===== config.mk =====
export PLATFORM = sky130hd
export DESIGN_NAME = uart_rx_cfg
export DESIGN_NICKNAME = d
export VERILOG_FILES = /design/src/rtl/uart_pkg.sv /design/src/rtl/uart_baud_cnt.sv /design/src/rtl/uart_rx_cfg.sv
export SDC_FILE = /design/constraint.sdc
export NUM_CORES = 1
export LEC_CHECK = 0
export ABC_CLOCK_PERIOD_IN_PS = 2800
export BUFFER_PORTS_ARGS = -buffer_cell sky130_fd_sc_hd__buf_4
export CORE_MARGIN = 2
export CORE_UTILIZATION = 45
export CTS_CLUSTER_SIZE = 28
export DETAILED_ROUTE_END_ITERATION = 8
export PLACE_DENSITY = 0.64
export SLEW_MARGIN = 15
export SYNTH_ARGS = -nofsm -noshare
export SYNTH_HDL_FRONTEND = slang
export SYNTH_SLANG_ARGS = --single-unit

===== constraint.sdc =====
create_clock -name clk -period 2.8 [get_ports clk]
set_input_delay 0.14 -clock clk [delete_from_list [all_inputs] [get_ports clk]]
set_output_delay 0.14 -clock clk [all_outputs]
set_load 0.1 [all_outputs]

===== src/rtl/uart_pkg.sv =====
// uart_pkg: shared types and constants for the UART serial front end.
// Receiver parity support is compiled in only with UART_RX_PARITY_EN.
package uart_pkg;

  typedef enum logic [2:0] {
    IDLE,
    START,
    DATA,
    PARITY,
    STOP
  } rx_state_t;

  localparam int PAR_NONE = 0;
  localparam int PAR_EVEN = 1;
  localparam int PAR_ODD  = 2;

  localparam int DEF_CLK_DIV = 2604;

endpackage


===== src/rtl/uart_baud_cnt.sv =====
// uart_baud_cnt: clear/enable bit-period counter with half and full strobes.
// Shared by the UART receiver and transmitter.
module uart_baud_cnt #(
  parameter int CLK_DIV = uart_pkg::DEF_CLK_DIV
) (
  input  logic clk,
  input  logic rst_n,
  input  logic clr,
  input  logic en,
  output logic half_tick,
  output logic full_tick
);

  localparam int CW = $clog2(CLK_DIV);

  logic [CW-1:0] cnt_q;
  logic [CW-1:0] cnt_d;

  always_comb begin
    cnt_d = cnt_q;
    if (clr) begin
      cnt_d = '0;
    end else if (en) begin
      cnt_d = cnt_q + 1'b1;
    end
  end

  always_ff @(posedge clk or negedge rst_n) begin
    if (!rst_n) begin
      cnt_q <= '0;
    end else begin
      cnt_q <= cnt_d;
    end
  end

  // Counter restarts at 0 the cycle after a clear, hence the -1 offsets.
  assign half_tick = en && (cnt_q == CW'(CLK_DIV / 2 - 1));
  assign full_tick = en && (cnt_q == CW'(CLK_DIV - 1));

endmodule


===== src/rtl/uart_rx_cfg.sv =====
// uart_rx_cfg: configurable UART receiver with framing/parity/overrun flags.
// Define UART_RX_PARITY_EN to compile in the parity state and check.
module uart_rx_cfg #(
  parameter int CLK_DIV   = uart_pkg::DEF_CLK_DIV,
  parameter int DATA_BITS = 8,
  parameter int STOP_BITS = 1,
  parameter int PARITY    = uart_pkg::PAR_NONE
) (
  input  logic                 clk,
  input  logic                 rst_n,
  input  logic                 RX,
  input  logic                 clr_rx_rdy,
  output logic                 rx_rdy,
  output logic [DATA_BITS-1:0] rx_data,
  output logic                 frame_err,
  output logic                 parity_err,
  output logic                 overrun
);

  import uart_pkg::rx_state_t;
  import uart_pkg::IDLE;
  import uart_pkg::START;
  import uart_pkg::DATA;
  import uart_pkg::STOP;
  import uart_pkg::PAR_NONE;

  localparam int BW = 4;

`ifdef UART_RX_PARITY_EN
  localparam bit        PAR_BUILD = 1'b1;
  localparam rx_state_t PAR_ST    = uart_pkg::PARITY;
  localparam bit        PAR_ODD_M = (PARITY == uart_pkg::PAR_ODD);
`else
  localparam bit        PAR_BUILD = 1'b0;
  localparam rx_state_t PAR_ST    = STOP;
`endif
  localparam bit        PAR_ON    = PAR_BUILD && (PARITY != PAR_NONE);
  localparam rx_state_t POST_DATA = PAR_ON ? PAR_ST : STOP;

  logic rx_meta_q, rx_s_q, rx_prev_q;

  rx_state_t state_q, state_d;
  logic [BW-1:0] bit_cnt_q, bit_cnt_d;
  logic [DATA_BITS-1:0] shift_q, shift_d;
  logic [DATA_BITS-1:0] rx_data_q, rx_data_d;
  logic ferr_q, ferr_d;
  logic rx_rdy_q, rx_rdy_d;
  logic frame_err_q, frame_err_d;
  logic overrun_q, overrun_d;
`ifdef UART_RX_PARITY_EN
  logic par_q, par_d;
  logic parity_err_q, parity_err_d;
`endif

  logic cnt_clr, cnt_en, half_tick, full_tick;

  assign cnt_en = (state_q != IDLE);

  uart_baud_cnt #(
    .CLK_DIV(CLK_DIV)
  ) u_baud (
    .clk      (clk),
    .rst_n    (rst_n),
    .clr      (cnt_clr),
    .en       (cnt_en),
    .half_tick(half_tick),
    .full_tick(full_tick)
  );

  always_comb begin
    state_d     = state_q;
    bit_cnt_d   = bit_cnt_q;
    shift_d     = shift_q;
    ferr_d      = ferr_q;
    rx_data_d   = rx_data_q;
    rx_rdy_d    = rx_rdy_q;
    frame_err_d = frame_err_q;
    overrun_d   = overrun_q;
`ifdef UART_RX_PARITY_EN
    par_d        = par_q;
    parity_err_d = parity_err_q;
`endif
    cnt_clr = 1'b0;

    if (clr_rx_rdy) begin
      rx_rdy_d    = 1'b0;
      frame_err_d = 1'b0;
      overrun_d   = 1'b0;
`ifdef UART_RX_PARITY_EN
      parity_err_d = 1'b0;
`endif
    end

    unique case (state_q)
      IDLE: begin
        if (rx_prev_q && !rx_s_q) begin
          state_d = START;
          cnt_clr = 1'b1;
        end
      end
      START: begin
        if (half_tick) begin
          cnt_clr = 1'b1;
          if (rx_s_q) begin
            state_d = IDLE;
          end else begin
            state_d   = DATA;
            bit_cnt_d = '0;
            ferr_d    = 1'b0;
`ifdef UART_RX_PARITY_EN
            par_d = 1'b0;
`endif
          end
        end
      end
      DATA: begin
        if (full_tick) begin
          cnt_clr = 1'b1;
          shift_d = {rx_s_q, shift_q[DATA_BITS-1:1]};
          if (bit_cnt_q == BW'(DATA_BITS - 1)) begin
            bit_cnt_d = '0;
            state_d   = POST_DATA;
          end else begin
            bit_cnt_d = bit_cnt_q + 1'b1;
          end
        end
      end
`ifdef UART_RX_PARITY_EN
      uart_pkg::PARITY: begin
        if (full_tick) begin
          cnt_clr = 1'b1;
          par_d   = (^shift_q) ^ rx_s_q ^ PAR_ODD_M;
          state_d = STOP;
        end
      end
`endif
      STOP: begin
        if (full_tick) begin
          cnt_clr = 1'b1;
          ferr_d  = ferr_q || !rx_s_q;
          if (bit_cnt_q == BW'(STOP_BITS - 1)) begin
            // Commit overrides a same-cycle clear; that clear consumes the old frame.
            state_d     = IDLE;
            rx_data_d   = shift_q;
            rx_rdy_d    = 1'b1;
            frame_err_d = ferr_q || !rx_s_q;
            overrun_d   = rx_rdy_q && !clr_rx_rdy;
`ifdef UART_RX_PARITY_EN
            parity_err_d = par_q;
`endif
          end else begin
            bit_cnt_d = bit_cnt_q + 1'b1;
          end
        end
      end
      default: begin
        state_d = IDLE;
      end
    endcase
  end

  always_ff @(posedge clk or negedge rst_n) begin
    if (!rst_n) begin
      rx_meta_q   <= 1'b1;
      rx_s_q      <= 1'b1;
      rx_prev_q   <= 1'b1;
      state_q     <= IDLE;
      bit_cnt_q   <= '0;
      shift_q     <= '0;
      ferr_q      <= 1'b0;
      rx_data_q   <= '0;
      rx_rdy_q    <= 1'b0;
      frame_err_q <= 1'b0;
      overrun_q   <= 1'b0;
`ifdef UART_RX_PARITY_EN
      par_q        <= 1'b0;
      parity_err_q <= 1'b0;
`endif
    end else begin
      rx_meta_q   <= RX;
      rx_s_q      <= rx_meta_q;
      rx_prev_q   <= rx_s_q;
      state_q     <= state_d;
      bit_cnt_q   <= bit_cnt_d;
      shift_q     <= shift_d;
      ferr_q      <= ferr_d;
      rx_data_q   <= rx_data_d;
      rx_rdy_q    <= rx_rdy_d;
      frame_err_q <= frame_err_d;
      overrun_q   <= overrun_d;
`ifdef UART_RX_PARITY_EN
      par_q        <= par_d;
      parity_err_q <= parity_err_d;
`endif
    end
  end

  assign rx_rdy    = rx_rdy_q;
  assign rx_data   = rx_data_q;
  assign frame_err = frame_err_q;
  assign overrun   = overrun_q;
`ifdef UART_RX_PARITY_EN
  assign parity_err = parity_err_q;
`else
  assign parity_err = 1'b0;
`endif

endmodule


==> impl_metrics.py, run 1 <==
metrics = {
    "outcome": {
        "outcome": "finished clean",
    },
    "drt": {
        "dr_total_vias": 1550,
        "wire_per_inst_um": 13.69,
        "drtIter0Drc": 79,
        "dr.pass1.iters": 4,
        "drt-vias-per-instance": 5.536,
        "drc": 0,
        "antenna_left": 0,
        "wirelength_mm": 3.833,
    },
    "clock_tree": {
        "cts_tree": "built",
        "cts_root_buf": "clkbuf_8",
        "cts.sinks": 42,
        "clk_latency_ns": 0.29,
        "htreeDepth": 2,
        "clk_pin_slew_worst_paths_ns": 0.08,
        "clockBufferDepth": 2,
        "cts_resized": 0,
        "cts_made_buffers": 5,
    },
    "timing": {
        "layout_min_cycle_time_ns": 2.511,
        "final_max_slew_viol_count": 0,
        "final-hold-violation-count": 0,
        "period_share_pct": 89.67,
        "worst_slew_pin_slew_ns": 1.020,
        "tns_ns": 0,
        "clock.fmax_ghz": 0.3983,
        "relSlewSlack_pct": 31.68,
        "setup_viol": 0,
        "rsz0062_at_grt": "false",
        "finClkSkew_ns": 0.008344,
    },
    "worst_hold_path": {
        "hp-class": "reg -> reg",
    },
    "synth": {
        "synth_top_cells_by_area": "dfrtp_1 (46%), mux2_2 (8.4%), o21ai_0 (3.7%), dfstp_2 (3.7%), nand2_1 (3.5%)",
        "avgSynthCellArea_um2": 10.49,
        "synth_top_cell_by_area": "dfrtp_1",
        "postSynthCellCount": 204,
        "synth-edff-count": 0,
        "ys_ff_latch": 42,
        "yosysSeqAreaShare_pct": 49.30,
        "syn-cell-area_um2": 2140,
        "synth_async_sr_flop_share_pct": 100.0,
        "syn-num-nets": 212,
        "synth_top_area_share_pct": 45.61,
        "synthFlopType": "dfrtp_1",
        "yosys_warnings": 0,
        "synth.distinct_cells": 45,
    },
    "pwr": {
        "finalPower_w": 0.001344,
        "ir_drop_v": 0.0002428,
        "power_density_nw_per_um2": 554.4,
        "leakage_nw": 1.099,
    },
    "critical_path": {
        "path_max_fanout": 12,
        "criticalPathCategory": "reg -> reg",
        "crit_arrival_ns": 2.69,
        "end_kind": "flop",
        "rrSetupSlack_ns": 0.29,
        "start_kind": "flop",
        "critPathRequiredTime_ns": 2.98,
    },
    "grt": {
        "track_usage_pct": 16.52,
        "grt_pass1_vias": 1432,
        "grt_overflow": 0,
        "antenna_found_initial": 0,
        "grt_max_degree": 43,
        "grt_pass1_wl_mm": 6.824,
    },
    "die": {
        "initial_core_util_pct": 45.91,
        "num_io_pins": 16,
        "num_rows": 25,
        "die_area_um2": 5322,
        "die_h_um": 72.96,
        "core_area_um2": 4661,
        "dieWidth_um": 72.96,
    },
    "placement": {
        "gp_congestion": 0.8316,
        "hpwl_mm": 2.700,
        "place.port_buffers": 14,
        "dpl_cell_area_um2": 2285,
    },
    "layout": {
        "syn2layout_area_growth_pct": 13.33,
        "antenna_cells": 0,
        "layout-drive-gt1-share_pct": 26.11,
        "design_area_um2": 2425,
        "num-fill-cells": 443,
        "fin_nets": 233,
    },
    "flow_run": {
        "drv_cap": 0,
    },
}
-- power breakdown --
group / internal (W) / total (W) / switching (W)
Clock: 0.000266 / 0.000466 / 0.000200
Sequential: 0.000654 / 0.000712 / 0.0000577
Combinational: 0.0000699 / 0.000167 / 0.0000973
-- worst max-delay path, cell delays in order (launching register included) --
cell and delay, ns:
dfrtp_1 0.43, ha_1 0.23, or4bb_2 0.66, nor4_4 0.27, and3_2 0.44, mux2_2 0.37
-- metal layers --
| layer | vias to the layer above | track usage [%] | part of all wire (%) |
|---|---|---|---|
| met5 | - | 0 | 0 |
| met4 | 0 | 5.556 | 1.5 |
| met3 | 6 | 4.144 | 4.0 |
| met2 | 30 | 24.55 | 43 |
| met1 | 731 | 23.64 | 51 |
| li1 | 783 | - | - |
-- registers in the layout (all words and copies together) (netlist names), 3 cells and up --
register and count:
u_baud.cnt_q 12, state_q 3, shift_q 8, rx_data 8, bit_cnt_q 4
-- layout by cell type, fill, tap and decap left out, drive strengths merged, types with 6 or more instances in the layout --
| master | synthesis | layout |
|---|---|---|
| dfrtp | 39 | 39 |
| nand2 | 20 | 20 |
| buf | 3 | 18 |
| mux2 | 16 | 16 |
| o21ai | 16 | 16 |
| nand3 | 13 | 13 |
| inv | 12 | 12 |
| nor3 | 8 | 8 |
| nor2 | 8 | 8 |
| a31oi | 8 | 8 |
| a21oi | 7 | 7 |
| clkbuf | 4 | 6 |
-- synth_stat cells, types with 2 or more instances --
| cell type | n |
|---|---|
| a31oi_1 | 8 |
| or3b_2 | 2 |
| and3_2 | 2 |
| nand3b_1 | 3 |
| ha_1 | 4 |
| mux2_2 | 16 |
| nand2b_1 | 2 |
| a21oi_1 | 7 |
| nor3_1 | 8 |
| nand4_1 | 5 |
| buf_4 | 3 |
| nor3b_1 | 2 |
| inv_1 | 12 |
| mux2i_1 | 2 |
| nand3_1 | 12 |
| clkbuf_1 | 2 |
| clkbuf_8 | 2 |
| nor2_1 | 8 |
| or4_1 | 4 |
| nand2_1 | 20 |
| dfrtp_1 | 39 |
| o21ai_0 | 16 |
| dfstp_2 | 3 |
-- repair_timing --
action                     4_1_cts  5_1_grt
setup buffers                    0        0
hold endpoints to repair        41        0
setup endpoints to repair        0        0
hold buffers                     3        0
-- final cells by class --
| class | count | area, µm² | share of cell area [%] |
|---|---|---|---|
| inverter | 12 | 45.04 | 1.858 |
| multi-input combinational | 143 | 982.2 | 40.51 |
| clock buffer | 6 | 72.57 | 2.993 |
| timing repair buffer | 21 | 165.2 | 6.811 |
| sequential | 42 | 1055 | 43.50 |
| tap | 54 | 67.56 | 2.786 |
| clock inverter | 2 | 37.54 | 1.548 |
-- stage by stage --
step / std cells / utilization (%) / worst slack (ns) / hold slack [ns]
after global placement: 269 / 49.02 / 0.3532 / 0.1560
after CTS: 280 / 52.03 / 0.2816 / 0.3603
after global routing: 280 / 52.03 / 0.08268 / 0.3663
after floorplan: 204 / - / 0.3779 / -0.1556
final: 280 / 52.03 / 0.2893 / 0.3587
after detailed placement: 269 / 49.02 / 0.3007 / 0.1612
-- path summary, 6_finish.rpt --
check,startpoint,cells past startpoint,endpoint
max,u_baud.cnt_q[0],5,rx_data[1]
min,rx_meta_q,0,rx_s_q
max reg2reg,u_baud.cnt_q[0],5,rx_data[1]
min reg2reg,rx_meta_q,0,rx_s_q
max in group asynchronous,rst_n,2,rx_prev_q
min in group asynchronous,rst_n,2,bit_cnt_q[1]
-- logic make-up after synthesis --
| kind of cell | Yosys count | synth area share [%] |
|---|---|---|
| other | 1 | 0.1753 |
| flip-flops | 42 | 49.30 |
| AND/OR/NAND/NOR | 81 | 22.81 |
| adder cells (fa/ha/maj) | 4 | 2.339 |
| AO/OA/AOI/OAI | 39 | 11.23 |
| multiplexers | 18 | 9.357 |
| buffers and inverters | 19 | 4.795 |
Power figures use the tool's default switching activity.
==> run 2: changes to the inputs <==
SYNTH_HIERARCHICAL = 1   (was default)
==> run 2 against run 1 <==
Die area up 0.66%. Clock skew fell by 0.0023 ns. Final cell count fell by 0.36%. Sequential share of layout area is 2.3 points lower. Largest cell class unchanged. Cell area grew 5.5%. Setup slack worse by 0.24 ns. Clock power shrank 13%. Sequential power down 3.1%. Core utilization grew 2.9 points. Maximum frequency is 8.7% lower. Flip-flop and latch count unchanged. Worst hold slack lost 0.35 ns.
==> impl_metrics.py, run 2 <==
metrics = {
    "outcome": {
        "outcome": "finished clean",
    },
    "synth": {
        "synth_top_cell_by_area": "dfrtp_1",
        "synth.distinct_cells": 50,
        "synth-edff-count": 0,
        "postSynthCellCount": 192,
        "synth-adder-area-share_pct": 2.323,
        "synth_compound_area_share_pct": 11.50,
        "synth_top_area_share_pct": 45.30,
        "synth_mux_area_share_pct": 12.89,
        "synth_top_family_by_area": "simple AND/OR/NAND/NOR gates",
        "avgSynthCellArea_um2": 11.22,
        "synth_async_sr_flop_share_pct": 100.0,
        "synth_most_common_cell": "dfrtp_1",
        "synthFlopType": "dfrtp_1",
        "ys_ff_latch": 42,
        "syn-num-nets": 200,
        "yosysSeqAreaShare_pct": 48.95,
        "synth-simple-area-share_pct": 17.89,
        "synth_common_cells": "dfrtp_1 (39), nor2_1 (17), mux2_2 (14)",
        "synth_top_cells_by_area": "dfrtp_1 (45%), mux2_2 (7.3%), mux2_4 (4.2%), dfstp_2 (3.7%), nor2_1 (3.0%)",
        "synth_xor_area_share_pct": 1.626,
        "yosys_warnings": 6,
        "syn-cell-area_um2": 2155,
    },
    "pwr": {
        "pwr-share-seq_pct": 46.6,
        "leakage_nw": 1.232,
        "swShare_pct": 32.45,
        "internal_power_w": 0.001000,
        "comb_power_share_pct": 25.9,
        "power_frac_clock_pct": 27.4,
        "p_sw_w": 0.0004804,
        "power_density_nw_per_um2": 578.6,
        "ir_drop_v": 0.0002842,
    },
    "layout": {
        "largest_register_ffs": 12,
        "largest-register": "u_baud/cnt_q",
        "mostFrequentLayoutCells": "dfrtp_1 (39), buf_4 (32), nor2_1 (17)",
        "num-fill-cells": 388,
        "syn2layout_area_growth_pct": 18.76,
        "layout-drive-gt1-share_pct": 34.67,
        "fin_cells": 279,
        "fin_nets": 232,
        "antenna_cells": 0,
        "final_common_cell": "dfrtp_1",
    },
    "timing": {
        "finClkSkew_ns": 0.006024,
        "setup_viol": 0,
        "worst_slew_pin_slew_ns": 0.5111,
        "relSlewSlack_pct": 65.93,
        "clock.fmax_ghz": 0.3636,
        "period_share_pct": 98.22,
        "final-hold-violation-count": 0,
        "layout_min_cycle_time_ns": 2.750,
        "timing.hold.ws_ns": 0.006348,
        "final_max_slew_viol_count": 0,
    },
    "clock_tree": {
        "clk_pin_slew_worst_paths_ns": 0.08,
        "htreeDepth": 2,
        "clk_latency_ns": 0.30,
        "clockBufferDepth": 2,
        "cts_made_buffers": 5,
        "cts.sinks": 42,
        "cts_tree": "built",
        "cts_root_buf": "clkbuf_8",
    },
    "placement": {
        "hpwl_mm": 3.040,
        "dpl.cell_count": 267,
        "gp_congestion": 0.8158,
        "place.port_buffers": 14,
    },
    "drt": {
        "wirelength_mm": 4.298,
        "dr.pass1.iters": 4,
        "dr_total_vias": 1537,
        "wire_per_inst_um": 15.41,
        "drt-vias-per-instance": 5.509,
        "drtIter0Drc": 103,
        "antenna_left": 0,
        "drc": 0,
    },
    "grt": {
        "grt_pass1_vias": 1547,
        "grt_pass1_wl_mm": 7.182,
        "antenna_found_initial": 0,
        "grt_overflow": 0,
        "grt_max_degree": 43,
        "track_usage_pct": 17.37,
    },
    "critical_path": {
        "crit_path_cell_trace": "nor4_2 -> nand3_1 -> nor3_4 -> a21oi_1 -> o21ai_1 -> o2bb2ai_4 -> o211ai_2 -> nor4_1 -> mux2_2",
        "critPathRequiredTime_ns": 2.98,
        "criticalPathCategory": "reg -> reg",
        "crit_family": "simple AND/OR/NAND/NOR gates",
        "cp_slowest_cell": "dfrtp_1",
        "start_kind": "flop",
        "cp_slowest_stage_delay_ns": 0.45,
        "end_kind": "flop",
        "rrSetupSlack_ns": 0.05,
        "path_max_fanout": 5,
        "critPathBufInv": 0,
        "crit_arrival_ns": 2.93,
    },
    "die": {
        "initial_core_util_pct": 46.23,
        "dieWidth_um": 73.20,
        "die_h_um": 73.20,
        "core_area_um2": 4661,
        "num_io_pins": 16,
        "num_rows": 25,
        "die_area_um2": 5358,
    },
    "worst_hold_path": {
        "hp-class": "in -> reg",
    },
    "flow_run": {
        "drv_cap": 0,
    },
}
-- run 2: changes by cell type after synthesis, sizes merged, moves of 4 or more --
cell,change
a31oi,-6
nor2,+10
nand2,-12
buf,+4
nand4,-4
nand3,-5
or4,-4
mux2,+4
nor3,-6
a21oi,+4
o21ai,-9
nor4,+4
-- run 2: cells by family (layout without fill, tap and decap cells) --
group / count (synthesis) / after routing
AND/OR/NAND/NOR: 66 / 66
flip-flops: 42 / 42
AO/OA/AOI/OAI: 34 / 34
multiplexers: 23 / 23
buffers and inverters: 18 / 51
adder cells (fa/ha/maj): 4 / 4
XOR/XNOR: 4 / 4
other: 1 / 1
-- run 2: final timing paths --
check	startpoint	cells past startpoint	end
worst max-delay path	u_baud/cnt_q[10]	9	u_baud/cnt_q[10]
worst min-delay path	clr_rx_rdy	2	overrun
worst max register to register	u_baud/cnt_q[10]	9	u_baud/cnt_q[10]
worst min register to register	rx_meta_q	0	rx_s_q
max in group asynchronous	rst_n	2	rx_prev_q
min in group asynchronous	rst_n	2	u_baud/cnt_q[1]
-- run 2: cell type report --
cell class,instances,area (µm²),share of cell area [%]
timing repair buffer,34,260.3,10.17
multi-input combinational,132,1049,40.98
sequential,42,1055,41.22
inverter,9,33.78,1.320
tap,54,67.56,2.641
clock inverter,3,25.02,0.9780
clock buffer,5,68.82,2.689
-- run 2: power groups by stage --
stage / registers [W] / logic (W) / clock network, W
2_1_floorplan: 0.000725 / 0.000208 / 0
3_3_place_gp: 0.000698 / 0.000357 / 0
3_5_place_dp: 0.000698 / 0.000369 / 0
4_1_cts: 0.000688 / 0.000374 / 0.000418
5_1_grt: 0.000695 / 0.000420 / 0.000445
6_report: 0.000690 / 0.000384 / 0.000406
-- run 2: timing repair --
action                                 in CTS  in global routing
setup endpoints to repair                   4                  5
pin swaps                                   0                  1
endpoints found under the hold margin      40                  0
resized for setup                           1                  5
hold buffers                                2                  0
buffers inserted                            0                  2
gates cloned                                0                  0
-- run 2: per-stage QoR --
stage                     utilization [%]  instance area (µm²)  setup slack, ns  TNS [ns]  total power [W]
after floorplan                         -                 2166          0.08023         0        0.0009334
after global placement              51.33                 2392          0.02379         0         0.001055
after detailed placement            51.33                 2392         -0.06206   -0.1072         0.001067
after CTS                           53.91                 2512          0.03291         0         0.001480
after global routing                54.90                 2559         -0.05719   -0.1295         0.001560
final                               54.90                 2559          0.04996         0         0.001480
-- run 2: per-layer routing --
metal / part of all wire (%) / GRT usage [%] / up-vias
met5: 0 / 0 / -
met4: 1.5 / 6.996 / 0
met3: 2.4 / 4.006 / 6
met2: 50 / 28.33 / 20
met1: 46 / 22.23 / 766
li1: - / - / 745
